--- src/rtl/int_fp_sched_if.sv ---
// Bundle of the request, result and converter-side signals of the int-to-float
// scheduler. The slave view belongs to the scheduler; the master view belongs
// to whoever drives the requests, consumes the results and models the converter.
interface int_fp_sched_if #(
  parameter int N   = 4,
  parameter int IDW = 2
);
  logic [N-1:0]    req_valid_i;
  logic [N-1:0]    req_ready_o;
  logic [N*32-1:0] req_data_i;
  logic            res_valid_o;
  logic            res_ready_i;
  logic [31:0]     res_data_o;
  logic [IDW-1:0]  res_id_o;
  logic            conv_en_o;
  logic [31:0]     conv_data_o;
  logic [31:0]     conv_res_i;
  logic            busy_o;

  modport slave (
    input  req_valid_i, req_data_i, res_ready_i, conv_res_i,
    output req_ready_o, res_valid_o, res_data_o, res_id_o,
           conv_en_o, conv_data_o, busy_o
  );

  modport master (
    output req_valid_i, req_data_i, res_ready_i, conv_res_i,
    input  req_ready_o, res_valid_o, res_data_o, res_id_o,
           conv_en_o, conv_data_o, busy_o
  );
endinterface

--- src/rtl/int_fp_sched.sv ---
// Round-robin scheduler sharing one fixed-latency int-to-float converter
// between N requesters. A granted integer is held on the converter input for
// CONV_LAT cycles with the enable high, the result is then captured and
// offered on the result port together with the owning requester's ID.
module int_fp_sched #(
  parameter int N        = 4,
  parameter int IDW      = 2,
  parameter int CONV_LAT = 44
) (
  input  logic          clk_i,
  input  logic          rst_i,
  int_fp_sched_if.slave bus
);

  localparam int CW = $clog2(CONV_LAT) + 1;

  typedef enum logic [1:0] {
    IDLE,
    RUN,
    OUT
  } state_e;

  state_e         state_q, state_d;
  logic [IDW-1:0] rr_ptr_q, rr_ptr_d;
  logic [IDW-1:0] id_q, id_d;
  logic [IDW-1:0] res_id_q, res_id_d;
  logic [CW-1:0]  cnt_q, cnt_d;
  logic [31:0]    conv_data_q, conv_data_d;
  logic [31:0]    res_data_q, res_data_d;
  logic           conv_en_q, conv_en_d;
  logic           res_valid_q, res_valid_d;
  logic           busy_q, busy_d;

  logic           grant_vld;
  logic [IDW-1:0] grant_idx;
  logic [IDW-1:0] cand;
  logic [N-1:0]   req_ready;

  // Round-robin search starting just after the last served requester; the
  // scan runs from the farthest offset down so the nearest valid one wins.
  always_comb begin
    grant_vld = 1'b0;
    grant_idx = '0;
    cand      = '0;
    for (int off = N; off >= 1; off--) begin
      cand = IDW'((int'(rr_ptr_q) + off) % N);
      if (bus.req_valid_i[cand]) begin
        grant_vld = 1'b1;
        grant_idx = cand;
      end
    end
  end

  // Accept strobe is combinational in IDLE and suppressed while reset is
  // asserted, since a grant in that cycle would never be honoured.
  always_comb begin
    req_ready = '0;
    if (state_q == IDLE && grant_vld && !rst_i) begin
      req_ready[grant_idx] = 1'b1;
    end
  end

  // Next-state and next-output computation for the IDLE/RUN/OUT sequence.
  always_comb begin
    state_d     = state_q;
    rr_ptr_d    = rr_ptr_q;
    id_d        = id_q;
    res_id_d    = res_id_q;
    cnt_d       = cnt_q;
    conv_data_d = conv_data_q;
    res_data_d  = res_data_q;
    conv_en_d   = conv_en_q;
    res_valid_d = res_valid_q;
    busy_d      = busy_q;

    case (state_q)
      IDLE: begin
        if (grant_vld) begin
          conv_data_d = bus.req_data_i[32*grant_idx +: 32];
          id_d        = grant_idx;
          rr_ptr_d    = grant_idx;
          cnt_d       = '0;
          conv_en_d   = 1'b1;
          busy_d      = 1'b1;
          state_d     = RUN;
        end
      end

      RUN: begin
        if (cnt_q == CW'(CONV_LAT - 1)) begin
          res_data_d  = bus.conv_res_i;
          res_id_d    = id_q;
          conv_en_d   = 1'b0;
          res_valid_d = 1'b1;
          state_d     = OUT;
        end else begin
          cnt_d = cnt_q + CW'(1);
        end
      end

      OUT: begin
        if (bus.res_ready_i) begin
          res_valid_d = 1'b0;
          busy_d      = 1'b0;
          state_d     = IDLE;
        end
      end

      default: begin
        conv_en_d   = 1'b0;
        res_valid_d = 1'b0;
        busy_d      = 1'b0;
        state_d     = IDLE;
      end
    endcase
  end

  // State and registered outputs; reset abandons any job in flight and points
  // the round-robin pointer at the last requester so requester 0 goes first.
  always_ff @(posedge clk_i) begin
    if (rst_i) begin
      state_q     <= IDLE;
      rr_ptr_q    <= IDW'(N - 1);
      id_q        <= '0;
      res_id_q    <= '0;
      cnt_q       <= '0;
      conv_data_q <= '0;
      res_data_q  <= '0;
      conv_en_q   <= 1'b0;
      res_valid_q <= 1'b0;
      busy_q      <= 1'b0;
    end else begin
      state_q     <= state_d;
      rr_ptr_q    <= rr_ptr_d;
      id_q        <= id_d;
      res_id_q    <= res_id_d;
      cnt_q       <= cnt_d;
      conv_data_q <= conv_data_d;
      res_data_q  <= res_data_d;
      conv_en_q   <= conv_en_d;
      res_valid_q <= res_valid_d;
      busy_q      <= busy_d;
    end
  end

  assign bus.req_ready_o = req_ready;
  assign bus.conv_en_o   = conv_en_q;
  assign bus.conv_data_o = conv_data_q;
  assign bus.res_valid_o = res_valid_q;
  assign bus.res_data_o  = res_data_q;
  assign bus.res_id_o    = res_id_q;
  assign bus.busy_o      = busy_q;

endmodule

--- src/flat_wrapper.sv ---
// flat-port wrapper written by rule: the top's interface ports become plain ports
module int_fp_sched_flat 
#(
  parameter int N        = 4,
  parameter int IDW      = 2,
  parameter int CONV_LAT = 44
)
  (clk_i, rst_i, bus_req_valid_i, bus_req_data_i, bus_res_ready_i, bus_conv_res_i, bus_req_ready_o, bus_res_valid_o, bus_res_data_o, bus_res_id_o, bus_conv_en_o, bus_conv_data_o, bus_busy_o);
  int_fp_sched_if #(.N(N), .IDW(IDW)) bus_i ();
  input  logic clk_i;
  input  logic rst_i;
  input wire logic [$bits(bus_i.req_valid_i)-1:0] bus_req_valid_i;
  input wire logic [$bits(bus_i.req_data_i)-1:0] bus_req_data_i;
  input wire logic [$bits(bus_i.res_ready_i)-1:0] bus_res_ready_i;
  input wire logic [$bits(bus_i.conv_res_i)-1:0] bus_conv_res_i;
  output wire logic [$bits(bus_i.req_ready_o)-1:0] bus_req_ready_o;
  output wire logic [$bits(bus_i.res_valid_o)-1:0] bus_res_valid_o;
  output wire logic [$bits(bus_i.res_data_o)-1:0] bus_res_data_o;
  output wire logic [$bits(bus_i.res_id_o)-1:0] bus_res_id_o;
  output wire logic [$bits(bus_i.conv_en_o)-1:0] bus_conv_en_o;
  output wire logic [$bits(bus_i.conv_data_o)-1:0] bus_conv_data_o;
  output wire logic [$bits(bus_i.busy_o)-1:0] bus_busy_o;
  assign bus_i.req_valid_i = bus_req_valid_i;
  assign bus_i.req_data_i = bus_req_data_i;
  assign bus_i.res_ready_i = bus_res_ready_i;
  assign bus_i.conv_res_i = bus_conv_res_i;
  assign bus_req_ready_o = bus_i.req_ready_o;
  assign bus_res_valid_o = bus_i.res_valid_o;
  assign bus_res_data_o = bus_i.res_data_o;
  assign bus_res_id_o = bus_i.res_id_o;
  assign bus_conv_en_o = bus_i.conv_en_o;
  assign bus_conv_data_o = bus_i.conv_data_o;
  assign bus_busy_o = bus_i.busy_o;
  int_fp_sched #(.N(N), .IDW(IDW), .CONV_LAT(CONV_LAT)) u_core (.clk_i(clk_i), .rst_i(rst_i), .bus(bus_i));
endmodule
--- config.mk ---
export PLATFORM = sky130hd
export DESIGN_NAME = int_fp_sched_flat
export DESIGN_NICKNAME = d
export VERILOG_FILES = /design/src/rtl/int_fp_sched_if.sv /design/src/rtl/int_fp_sched.sv /design/src/flat_wrapper.sv
export SDC_FILE = /design/constraint.sdc
export NUM_CORES = 1
export LEC_CHECK = 0
export ABC_CLOCK_PERIOD_IN_PS = 3000
export BUFFER_PORTS_ARGS = -buffer_cell sky130_fd_sc_hd__clkbuf_2
export CORE_MARGIN = 2
export CORE_UTILIZATION = 48
export CTS_CLUSTER_SIZE = 10
export DETAILED_ROUTE_END_ITERATION = 6
export PLACE_DENSITY = 0.86
export SETUP_SLACK_MARGIN = 0.02
export SLEW_MARGIN = 0
export SYNTH_ARGS = -nofsm -noshare
export SYNTH_HDL_FRONTEND = slang
export SYNTH_SLANG_ARGS = --single-unit
export TNS_END_PERCENT = 20
--- constraint.sdc ---
create_clock -name clk_i -period 3 [get_ports clk_i]
set_input_delay 0.45 -clock clk_i [delete_from_list [all_inputs] [get_ports clk_i]]
set_output_delay 0.45 -clock clk_i [all_outputs]
set_load 0.01 [all_outputs]
==> flow_summary_export.csv <==
group,metric,value,unit
worst_setup_path,worstPathMaxFanout,15,
global_routing,grt.total_usage,24.7,%
clocking,cts_buffers,9,
run_status,status,"complete, no violations",
power,p_per_area,440,nW/um^2
yosys,synth_area_per_cell,8.80,sq um
final_layout,drive_above_1_share,38.8,%
timing,fin_skew,0.0107,ns
clocking,clk_pin_slew,0.09,ns
placement,dpl.hpwl,9.65,mm
clocking,root_buffer,"clkbuf_8",
yosys,yosys.area_share.simple,26.3,%
final_layout,final_net_count,877,
yosys,synthArstFlopShare,0,%
floorplan,die_h,99.0,um
drt,routedWlPerCell,15.8,um
yosys,synth_compound_area_share,13.4,%
timing,fin_tns_setup,0,ns
min_path,holdCritPathClass,"in2reg",
worst_setup_path,cp_slowest_cell,"dfxtp_1",
power,vdd_ir_drop_max,0.331,mV
drt,wl,13.0,mm
floorplan,rows,34,
worst_setup_path,crit_top_cell,"nand2_1",
yosys,netlist_area,4330,sq um
min_path,hold_depth,3,
timing,grt_setup_unrepaired,"false",
power,design_power_total,2.52,mW
worst_setup_path,path_delay_family,"simple AND/OR/NAND/NOR gates",
power,seq_power_share,47.5,%
floorplan,core-area,8720,sq um
timing,worst_hold_slack,0.313,ns
drt,drc_errors,0,
worst_setup_path,critPathMaxStageDelay,0.47,ns
timing,period_needed,2.33,ns
power,pwr-share-comb,23.4,%
floorplan,die_x,99.0,um
clocking,clock_latency,0.35,ns
worst_setup_path,crit_cells,7,
global_routing,use_met1,28.9,%
yosys,ys_warn_count,0,
clocking,postCtsSetupBuffers,0,
yosys,synthDistinctLibCells,47,
clocking,cts.sinks,82,
yosys,synth_fa_ha_area_share,0.289,%
worst_setup_path,ff2ff_path_depth,5,
clocking,cts_tree,"yes",
yosys,ys_ff_latch,82,
worst_setup_path,worst-path-buf-inv,2,
yosys,synth_nets,660,
placement,place.gp.congestion,0.910,
power,pwr-share-clk,29.1,%
timing,slew_viol_final,0,
timing,relSlewSlack,62.6,%
timing,setup_slack,0.669,ns
yosys,synth-xor-area-share,0.809,%
floorplan,io_pins,240,
clocking,holdBufCountCts,0,
worst_setup_path,start_kind,"flip-flop",
yosys,synthFlopType,"dfxtp_1",
timing,finalCritPeriodShare,77.7,%
yosys,synthMuxAreaShare,15.3,%
placement,dp_slack,0.791,ns
drt,vias,4571,
timing,hold_violations,0,
global_routing,antenna_found_initial,0,
timing,tightest_slew,0.560,ns
global_routing,grt_start_max_net_pins,54,
drt,first_iter_violations,167,
timing,finalSetupViolCount,0,
placement,portBuffers,239,
global_routing,met2_usage,44.0,%
global_routing,grt_use_met3,5.18,%
global_routing,grt_pass1_vias,4428,
global_routing,grt_overflow,0,
global_routing,globalRoute.busiestLayer,"met2",
final_layout,area_delta_synth_final,32.4,%
drt,drt_first_pass_iters,5,
power,p_leak,2.62,nW
yosys,ys_seq_area_share,37.9,%
worst_setup_path,cp_cell_sequence,"nand2_1 > o2bb2ai_4 > nor2_2 > buf_4 > nand2_1 > nor2_1 > clkbuf_2",
final_layout,antennaDiodeCount,0,
clocking,max-clock-path-buffers,2,
global_routing,grt_pass1_wl,20.0,mm
job,drv_cap,0,
drt,ant_nets,0,
clocking,cts_resized,0,
worst_setup_path,worstPathRequired,2.55,ns
floorplan,initial_core_util,49.6,%
worst_setup_path,critPathKind,"reg2out",
floorplan,dieArea,9800,sq um
power,power.net_switching,0.784,mW
worst_setup_path,arrival,1.88,ns
timing,fmax,429,MHz
yosys,synth_top_family_by_area,"simple AND/OR/NAND/NOR gates",
clocking,ctsHtreeMaxLevel,3,
drt,via_per_inst,5.56,
power,swShare,31.1,%
worst_setup_path,end_kind,"primary output",
yosys,synth_edf_count,0,
yosys,syn-instance-count,492,
power,p_int,1.74,mW
-- sequential cells by signal, indices dropped and copies added, names as in the netlist --
register / cells
u_core.bus.busy_o: 1
u_core.bus.conv_data_o: 32
u_core.bus.conv_en_o: 1
u_core.bus.res_data_o: 32
u_core.bus.res_id_o: 2
u_core.bus.res_valid_o: 1
u_core.cnt_q: 7
u_core.id_q: 2
u_core.rr_ptr_q: 2
u_core.state_q: 2
-- routing by layer --
| metal | vias up | routed length (um) |
|---|---|---|
| met5 | - | 0 |
| met4 | 0 | 279 |
| met3 | 22 | 993 |
| met2 | 207 | 6410 |
| met1 | 2127 | 5320 |
| li1 | 2215 | - |
-- stage by stage --
stage	cell area [sq um]	utilization [%]	instances
after floorplan	4330	-	492
after detailed placement	5550	63.7	806
final	5730	65.7	822
after global routing	5730	65.7	822
after CTS	5730	65.7	822
after global placement	5550	63.7	806
-- final timing paths --
path | endpoint | startpoint | slack [ns]
hold reg to reg | u_core.bus.res_data_o[5] | u_core.bus.res_data_o[5] | 0.46
setup / recovery | bus_req_ready_o[3] | u_core.rr_ptr_q[1] | 0.67
setup reg to reg | u_core.bus.conv_data_o[16] | u_core.state_q[1] | 0.94
hold / removal | u_core.bus.res_data_o[15] | bus_conv_res_i[15] | 0.31
-- cell usage in the layout (no fill, tap or decap), types with 2 or more instances in the layout --
cell | netlist | layout
clkbuf_2 | 1 | 239
nand2_1 | 101 | 101
dfxtp_1 | 82 | 82
mux2i_1 | 66 | 66
nor4b_1 | 50 | 50
a21oi_1 | 39 | 39
o211ai_1 | 26 | 26
nor2_1 | 16 | 16
buf_4 | 6 | 10
clkbuf_8 | 0 | 9
nand3b_1 | 8 | 8
o221ai_1 | 7 | 7
inv_1 | 5 | 5
xor2_1 | 4 | 4
clkinv_4 | 0 | 4
nand2b_1 | 3 | 3
nand3_1 | 3 | 3
nor3_1 | 3 | 3
nand4_1 | 3 | 3
o21ai_0 | 2 | 2
nor2_2 | 2 | 2
or3_1 | 2 | 2
o21bai_1 | 2 | 2
and3_1 | 2 | 2
-- cells in the mapped netlist, types with 5 or more instances --
cell / n / area share (%)
inv_1: 5 / 0.43
clkbuf_1: 19 / 1.6
nand2_1: 101 / 8.8
nor4b_1: 50 / 10
nand3b_1: 8 / 1.4
buf_4: 6 / 1.0
buf_6: 5 / 1.3
a21oi_1: 39 / 4.5
mux2i_1: 66 / 15
dfxtp_1: 82 / 38
nor2_1: 16 / 1.4
o221ai_1: 7 / 1.4
o211ai_1: 26 / 4.5
buf_2: 12 / 1.4
-- power by group through the flow --
stage / registers [mW] / clock network, mW / logic (mW)
final: 1.20 / 0.733 / 0.589
after global routing: 1.20 / 0.803 / 0.635
after CTS: 1.20 / 0.757 / 0.589
after detailed placement: 1.22 / 0 / 0.586
after global placement: 1.22 / 0 / 0.575
after floorplan: 1.24 / 0 / 0.334
-- kinds of logic (layout without fill, tap and decap cells) --
group                      count (synthesis)  count (layout)
muxes                                     66              66
buffers and inverters                     49             271
AOI/OAI and AO/OA                         88              88
and+or+nand+nor                          202             202
DFF                                       82              82
adders and majority gates                  1               1
xor gates and xnor gates                   4               4
-- worst register-to-register path, delay by kind of cell, from the launching register on --
family	cells	cell delay [ns]
DFF	1	0.49
muxes	1	0.15
buffers and inverters	1	0.29
AOI/OAI and AO/OA	1	0.10
and+or+nand+nor	2	0.96
-- layout make-up --
class                           instances  area (sq um)
Multi-Input combinational cell        361          2460
Timing Repair Buffer                  250          1290
Sequential cell                        82          1640
Clock buffer                           10           128
Clock inverter                          6          51.3
Inverter                                5          18.8
Fill cell                             742          2990
Tap cell                              108           135
No activity file was read; power rests on OpenSTA's default activity.
